$ cat src/rtl/bit_scan_seq_if.sv
// bit_scan_seq_if: handshake bundle for the set-bit scanner.
//
// Handshake rules (both channels): a beat transfers on a rising clock edge
// where valid and ready are both 1. A producer holding valid keeps its payload
// stable until the transfer. Ready may depend combinationally on the other
// channel only as documented in bit_scan_seq (final-beat reload).
//
// Signals:
//   in_valid_i / in_ready_o / in_i   input word channel
//   out_valid_o / out_ready_i        output beat channel
//   idx_o, last_o, none_o            beat payload
//   count_o                          popcount of the word (BIT_SCAN_COUNT_EN only)
// Modports: master = producer/consumer side (testbench), slave = scanner.
interface bit_scan_seq_if #(
  parameter int GATE_WIDTH = 64
);
  localparam int IDX_W = $clog2(GATE_WIDTH);

  logic                  in_valid_i;
  logic                  in_ready_o;
  logic [GATE_WIDTH-1:0] in_i;
  logic                  out_valid_o;
  logic                  out_ready_i;
  logic [IDX_W-1:0]      idx_o;
  logic                  last_o;
  logic                  none_o;
`ifdef BIT_SCAN_COUNT_EN
  logic [IDX_W:0]        count_o;
`endif

  modport master (
`ifdef BIT_SCAN_COUNT_EN
    input  count_o,
`endif
    output in_valid_i,
    output in_i,
    output out_ready_i,
    input  in_ready_o,
    input  out_valid_o,
    input  idx_o,
    input  last_o,
    input  none_o
  );

  modport slave (
`ifdef BIT_SCAN_COUNT_EN
    output count_o,
`endif
    input  in_valid_i,
    input  in_i,
    input  out_ready_i,
    output in_ready_o,
    output out_valid_o,
    output idx_o,
    output last_o,
    output none_o
  );
endinterface

$ cat src/rtl/bit_scan_seq.sv
// bit_scan_seq: sequential set-bit scanner.
//
// Accepts one GATE_WIDTH-bit word and emits the index of every set bit,
// lowest first, one index per output beat. An all-zeros word yields a single
// beat with none_o=1, last_o=1, idx_o=0.
//
// Ports:
//   clk_i      rising-edge clock
//   reset_i    asynchronous active-high reset
//   bus        bit_scan_seq_if.slave (input word channel, output beat channel)
//   dbg_state  current FSM state (0 = IDLE, 1 = SCAN)
//
// Optional feature macro: BIT_SCAN_COUNT_EN adds bus.count_o, the popcount of
// the accepted word, registered at the input handshake.
//
// Valid/ready: a transfer happens on a rising edge with valid & ready. in_ready
// is 1 in IDLE, and in SCAN only on the cycle the final beat is accepted
// (out_valid & last & out_ready); that is the sole combinational path from
// out_ready_i to in_ready_o and gives gap-free back-to-back words.
module bit_scan_seq #(
  parameter int GATE_WIDTH = 64
) (
  input  logic            clk_i,
  input  logic            reset_i,
  bit_scan_seq_if.slave   bus,
  output logic            dbg_state
);
  localparam int IDX_W = $clog2(GATE_WIDTH);

  typedef enum logic {
    IDLE = 1'b0,
    SCAN = 1'b1
  } state_t;

  state_t                state_q;
  state_t                state_d;
  logic [GATE_WIDTH-1:0] rem_q;
  logic                  zero_word_q;
  logic [GATE_WIDTH-1:0] rem_next;
  logic [IDX_W-1:0]      idx;
  logic                  last;
  logic                  in_ready;
  logic                  out_valid;
  logic                  load;
  logic                  pop;

  // Clearing the lowest set bit; zero result means at most one bit remained.
  assign rem_next = rem_q & (rem_q - GATE_WIDTH'(1));
  assign last     = ~|rem_next;

  // Lowest set bit wins: scan from the top so lower indices overwrite.
  always_comb begin
    idx = '0;
    for (int i = GATE_WIDTH - 1; i >= 0; i--) begin
      if (rem_q[i]) idx = IDX_W'(i);
    end
  end

  always_comb begin
    state_d   = state_q;
    in_ready  = 1'b0;
    out_valid = 1'b0;
    load      = 1'b0;
    pop       = 1'b0;
    unique case (state_q)
      IDLE: begin
        in_ready = 1'b1;
        if (bus.in_valid_i) begin
          load    = 1'b1;
          state_d = SCAN;
        end
      end
      SCAN: begin
        out_valid = 1'b1;
        if (bus.out_ready_i) begin
          pop = 1'b1;
          if (last) begin
            in_ready = 1'b1;
            if (bus.in_valid_i) begin
              load    = 1'b1;
              state_d = SCAN;
            end else begin
              state_d = IDLE;
            end
          end
        end
      end
      default: state_d = IDLE;
    endcase
  end

  always_ff @(posedge clk_i or posedge reset_i) begin
    if (reset_i) begin
      state_q     <= IDLE;
      rem_q       <= '0;
      zero_word_q <= 1'b0;
    end else begin
      state_q <= state_d;
      // A reload on the final-beat cycle takes priority over the pop.
      if (load) begin
        rem_q       <= bus.in_i;
        zero_word_q <= ~|bus.in_i;
      end else if (pop) begin
        rem_q <= rem_next;
      end
    end
  end

`ifdef BIT_SCAN_COUNT_EN
  logic [IDX_W:0] popcount;
  logic [IDX_W:0] count_q;

  always_comb begin
    popcount = '0;
    for (int i = 0; i < GATE_WIDTH; i++) begin
      popcount = popcount + (IDX_W + 1)'(bus.in_i[i]);
    end
  end

  always_ff @(posedge clk_i or posedge reset_i) begin
    if (reset_i) begin
      count_q <= '0;
    end else if (load) begin
      count_q <= popcount;
    end
  end

  assign bus.count_o = count_q;
`endif

  assign bus.in_ready_o  = in_ready;
  assign bus.out_valid_o = out_valid;
  assign bus.idx_o       = idx;
  assign bus.last_o      = last;
  assign bus.none_o      = zero_word_q;
  assign dbg_state       = state_q;
endmodule

$ cat src/flat_wrapper.sv
// flat-port wrapper written by rule: the top's interface ports become plain ports
module bit_scan_seq_flat 
#(
  parameter int GATE_WIDTH = 64
)
  (clk_i, reset_i, dbg_state, bus_in_valid_i, bus_in_i, bus_out_ready_i, bus_in_ready_o, bus_out_valid_o, bus_idx_o, bus_last_o, bus_none_o);
  bit_scan_seq_if #(.GATE_WIDTH(GATE_WIDTH)) bus_i ();
  input  logic clk_i;
  input  logic reset_i;
  output logic dbg_state;
  input wire logic [$bits(bus_i.in_valid_i)-1:0] bus_in_valid_i;
  input wire logic [$bits(bus_i.in_i)-1:0] bus_in_i;
  input wire logic [$bits(bus_i.out_ready_i)-1:0] bus_out_ready_i;
  output wire logic [$bits(bus_i.in_ready_o)-1:0] bus_in_ready_o;
  output wire logic [$bits(bus_i.out_valid_o)-1:0] bus_out_valid_o;
  output wire logic [$bits(bus_i.idx_o)-1:0] bus_idx_o;
  output wire logic [$bits(bus_i.last_o)-1:0] bus_last_o;
  output wire logic [$bits(bus_i.none_o)-1:0] bus_none_o;
  assign bus_i.in_valid_i = bus_in_valid_i;
  assign bus_i.in_i = bus_in_i;
  assign bus_i.out_ready_i = bus_out_ready_i;
  assign bus_in_ready_o = bus_i.in_ready_o;
  assign bus_out_valid_o = bus_i.out_valid_o;
  assign bus_idx_o = bus_i.idx_o;
  assign bus_last_o = bus_i.last_o;
  assign bus_none_o = bus_i.none_o;
  bit_scan_seq #(.GATE_WIDTH(GATE_WIDTH)) u_core (.clk_i(clk_i), .reset_i(reset_i), .bus(bus_i), .dbg_state(dbg_state));
endmodule
$ cat config.mk
export PLATFORM = sky130hd
export DESIGN_NAME = bit_scan_seq_flat
export DESIGN_NICKNAME = d
export VERILOG_FILES = /design/src/rtl/bit_scan_seq_if.sv /design/src/rtl/bit_scan_seq.sv /design/src/flat_wrapper.sv
export SDC_FILE = /design/constraint.sdc
export NUM_CORES = 1
export LEC_CHECK = 0
export CORE_ASPECT_RATIO = 1.2
export CORE_MARGIN = 3
export CORE_UTILIZATION = 59
export DETAILED_ROUTE_END_ITERATION = 8
export GPL_ROUTABILITY_DRIVEN = 0
export HOLD_SLACK_MARGIN = 0.1
export PLACE_DENSITY_LB_ADDON = 0.15
export SYNTH_ARGS = -nofsm -noshare
export SYNTH_HDL_FRONTEND = slang
export SYNTH_SLANG_ARGS = --single-unit
$ cat constraint.sdc
create_clock -name clk_i -period 8.7 [get_ports clk_i]
set_clock_uncertainty 0.05 [all_clocks]
set_input_delay 2.175 -clock clk_i [delete_from_list [all_inputs] [get_ports clk_i]]
set_output_delay 2.175 -clock clk_i [all_outputs]
set_load 0.05 [all_outputs]
==> summary.txt <==
GRT
  • Global routing usage summed across all routing layers: 0.3362
  • Vias in the first global route: 5,321
  • Global-route wire length before repair: 26.07 mm
  • Global route total overflow: 0
  • Maximum number of pins on one net before global-route repair: 67
  • Number of antenna violations at the first check in global routing: 0

Setup path
  • Crit-path slowest cell: clkdlybuf4s50_1
  • Timing startpoint of the critical path: u_core.rem_q[9]
  • Worst-case reg-to-reg path depth: 11
  • Launching point of the worst reg2reg path: u_core.rem_q[34]
  • Endpoint of the most critical setup path: bus_in_ready_o
  • WP data required: 6.48 ns
  • Largest stage delay, worst path: 0.80 ns
  • CP Launch Type: flip-flop
  • Classification of the worst setup path: flip-flop to output pin
  • Register-to-register path setup slack: 3.08 ns
  • Crit end category: output pin
  • Top cell by count, worst path: nand3_1
  • Endpoint of the lowest-slack register-to-register path: u_core.rem_q[37]
  • CP Max Fanout: 13
  • Critical path cell sequence: or4_1, nor2_2, nand3_1, o21a_1, a2111oi_0, nand4_1, nor2_1, nand3_1, nand2_1, clkdlybuf4s50_1
  • Arrival time of data at the critical path endpoint: 4.76 ns

CTS
  • Post-CTS Resized: 0
  • Clock-pin slew on the worst setup and hold paths: 0.07 ns
  • Number of CTS-inserted buffers: 9
  • Post-CTS setup buffer count: 0
  • CTS Sinks: 66
  • Clock latency at the later pin of the worst-skew pair: 0.37 ns
  • H-tree Lvls: 3
  • Maximum number of buffers from clock root to sink: 2
  • Hold_buf cts: 0
  • Buffer cell driving the clock tree root: clkbuf_8
  • CTS tree: yes

Detailed routing
  • Drt wl/cell: 20.13 um
  • Total number of vias: 5,586
  • Overall routed net length: 16.28 mm
  • Length of the first detailed-routing pass in iterations: 6
  • DRC marker count from the first detailed-route iteration: 600
  • Number of vias per cell: 6.905
  • Detail Route Antenna Nets: 0
  • Residual DRC: 0

Finish
  • Commonest non-fill, non-tap cells in the layout: clkdlybuf4s50_1, nand2_1, o21ai_0
  • Ant. Diodes: 0
  • Ratio of cells with drive above 1 in the final layout: 0.05468
  • Multi-input logic area: 0.003174 mm^2
  • Register area: 0.001652 mm^2
  • Synthesis-to-layout area growth: 17.80%
  • Final instance area: 0.006011 mm^2
  • Final standard cell count with taps included and fillers excluded: 809
  • Most frequent standard cell in the layout excluding fill and tap cells: clkdlybuf4s50_1
  • Layout fillers: 683
  • Final layout net count: 758

Timing
  • Setup repair after global routing missed its margin: false
  • Setup Viol. Count Final: 0
  • Setup WS post-layout: 1.713 ns
  • Final setup TNS: 0 ns
  • Slew @ Worst Pin: 1.188 ns
  • Highest Clock Rate: 0.1431 GHz
  • Final count of pins violating max slew: 0
  • Portion of the clock cycle consumed by the worst path in the final layout: 0.8031
  • Final Hold Viols: 0
  • Final worst path period need: 6.987 ns
  • Rel. slew slack: 0.2062

Power and ir drop
  • Combinational fraction of design power: 0.533
  • Static leakage: 2.792 nW
  • Cell internal power dissipation: 0.0007045 W
  • PD cells: 220.3 mW/mm^2
  • Share of power burned in registers: 0.292
  • Worst voltage drop across the vdd grid: 0.2987 mV
  • Fraction of power consumed by the clock network: 0.175
  • Switch share: 0.4679
  • Total power of the final layout: 0.001324 W
  • Net switching power of the design: 0.0006194 W

Status
  • Result of the run: finished, final reports clean

Flow run
  • Max-cap viol count: 0

Place
  • Half-perimeter wire length after placement: 11.80 mm
  • Placed cells: 793
  • Minimum setup slack after placement: 2.204 ns
  • Instance area after placement: 0.005847 mm^2
  • Number of buffer cells added on primary ports: 78

Yosys
  • Post-synth cell types: 60
  • Netlist Area Pre-Place: 0.005102 mm^2
  • Post-synthesis cell count: 650
  • Number of synthesized register bits: 66
  • Post-Syn Nets: 718
  • Share of the yosys chip area belonging to registers: 0.3237
  • Number of synthesized flops with an enable pin: 0
  • Syn avg cell area: 7.850 um^2
  • Post-synth top flop: dfrtp_1
  • Fraction of synthesis flops using an asynchronous set or reset pin: 1.000
  • Synth Warn #: 0

Die
  • Height of the chip: 107.9 um
  • Cell row count: 36
  • Core Box Area: 0.008288 mm^2
  • I/O pin count: 79
  • Die ar.: 0.009804 mm^2
  • Horiz. Die Dim: 90.89 um
  • Effective utilization at floorplan: 0.6156

Hold path
  • Hold Crit Start: u_core.bus.none_o
  • Class of the worst hold path: flip-flop to flip-flop
  • WHS Path Cells: 1
[layer usage]
metal	track usage	wire, um
met5	0	0
met4	0.2263	922
met3	0.06154	1436
met2	0.5411	7595
met1	0.4114	6330
[worst max-delay path, delay by kind of cell, from the launching register on]
family                 cells  cell delay (ns)
buffers and inverters      1             0.80
AOI/OAI and AO/OA          2             0.82
DFF                        1             0.47
and+or+nand+nor            7             2.29
[flip-flops by register name, summed over array words and instances (netlist names)]
signal,count
u_core.bus.none_o,1
u_core.rem_q,64
u_core.dbg_state,1
[cells by family (layout without fill, tap and decap cells)]
family,Yosys count,after routing,share of synthesized area
compound gates,196,196,0.2455
fa+ha+maj,2,2,0.003924
buf+inv,71,116,0.05566
flops,66,66,0.3237
mux,43,43,0.08632
simple gates,272,272,0.2849
[worst min path at each step]
stage,to,slack (ns)
global route,u_core.bus.none_o,0.49
detailed placement,u_core.bus.none_o,0.44
global placement,u_core.bus.none_o,0.43
CTS,u_core.bus.none_o,0.46
floorplan,u_core.rem_q[0],0.49
finish,u_core.bus.none_o,0.45
[power groups by stage]
stage,Combinational (W),Sequential (W),Clock [W]
final,0.000705,0.000387,0.000232
after global routing,0.000748,0.000390,0.000245
after CTS,0.000685,0.000383,0.000233
after detailed placement,0.000682,0.000388,0
after global placement,0.000673,0.000387,0
after floorplan,0.000504,0.000361,0
[stage by stage]
stage          hold WS (ns)    util
2_1_floorplan        0.4888       -
4_1_cts              0.4559  0.7252
3_3_place_gp         0.4251  0.7055
6_report             0.4471  0.7252
3_5_place_dp         0.4395  0.7055
5_1_grt              0.4915  0.7252
[cell usage after synthesis, drive strengths merged (4+ instances only)]
master,instances,area share
a2111oi,4,0.0069
a211oi,6,0.0088
a21oi,30,0.029
a31oi,5,0.0061
buf,7,0.0086
clkbuf,46,0.034
dfrtp,66,0.32
inv,18,0.013
mux2,8,0.018
mux2i,35,0.069
nand2,76,0.056
nand2b,7,0.0086
nand3,15,0.015
nand3b,5,0.0074
nand4,10,0.013
nor2,52,0.039
nor2b,4,0.0049
nor3,18,0.018
nor4,39,0.052
nor4b,4,0.014
o21a,7,0.010
o21ai,71,0.070
o21bai,4,0.0059
o22ai,6,0.0074
o31ai,31,0.046
o41ai,10,0.017
or2,9,0.011
or3,8,0.0098
or4,18,0.027
[cell type report]
| class | count | area share |
|---|---|---|
| inverter | 18 | 0.01124 |
| clock buffer | 13 | 0.02477 |
| multi-input combinational | 513 | 0.5281 |
| sequential | 66 | 0.2748 |
| clock inverter | 3 | 0.002498 |
| timing repair buffer | 82 | 0.1349 |
| tap | 114 | 0.02373 |
Note: power is estimated with default switching activity, not from simulation.
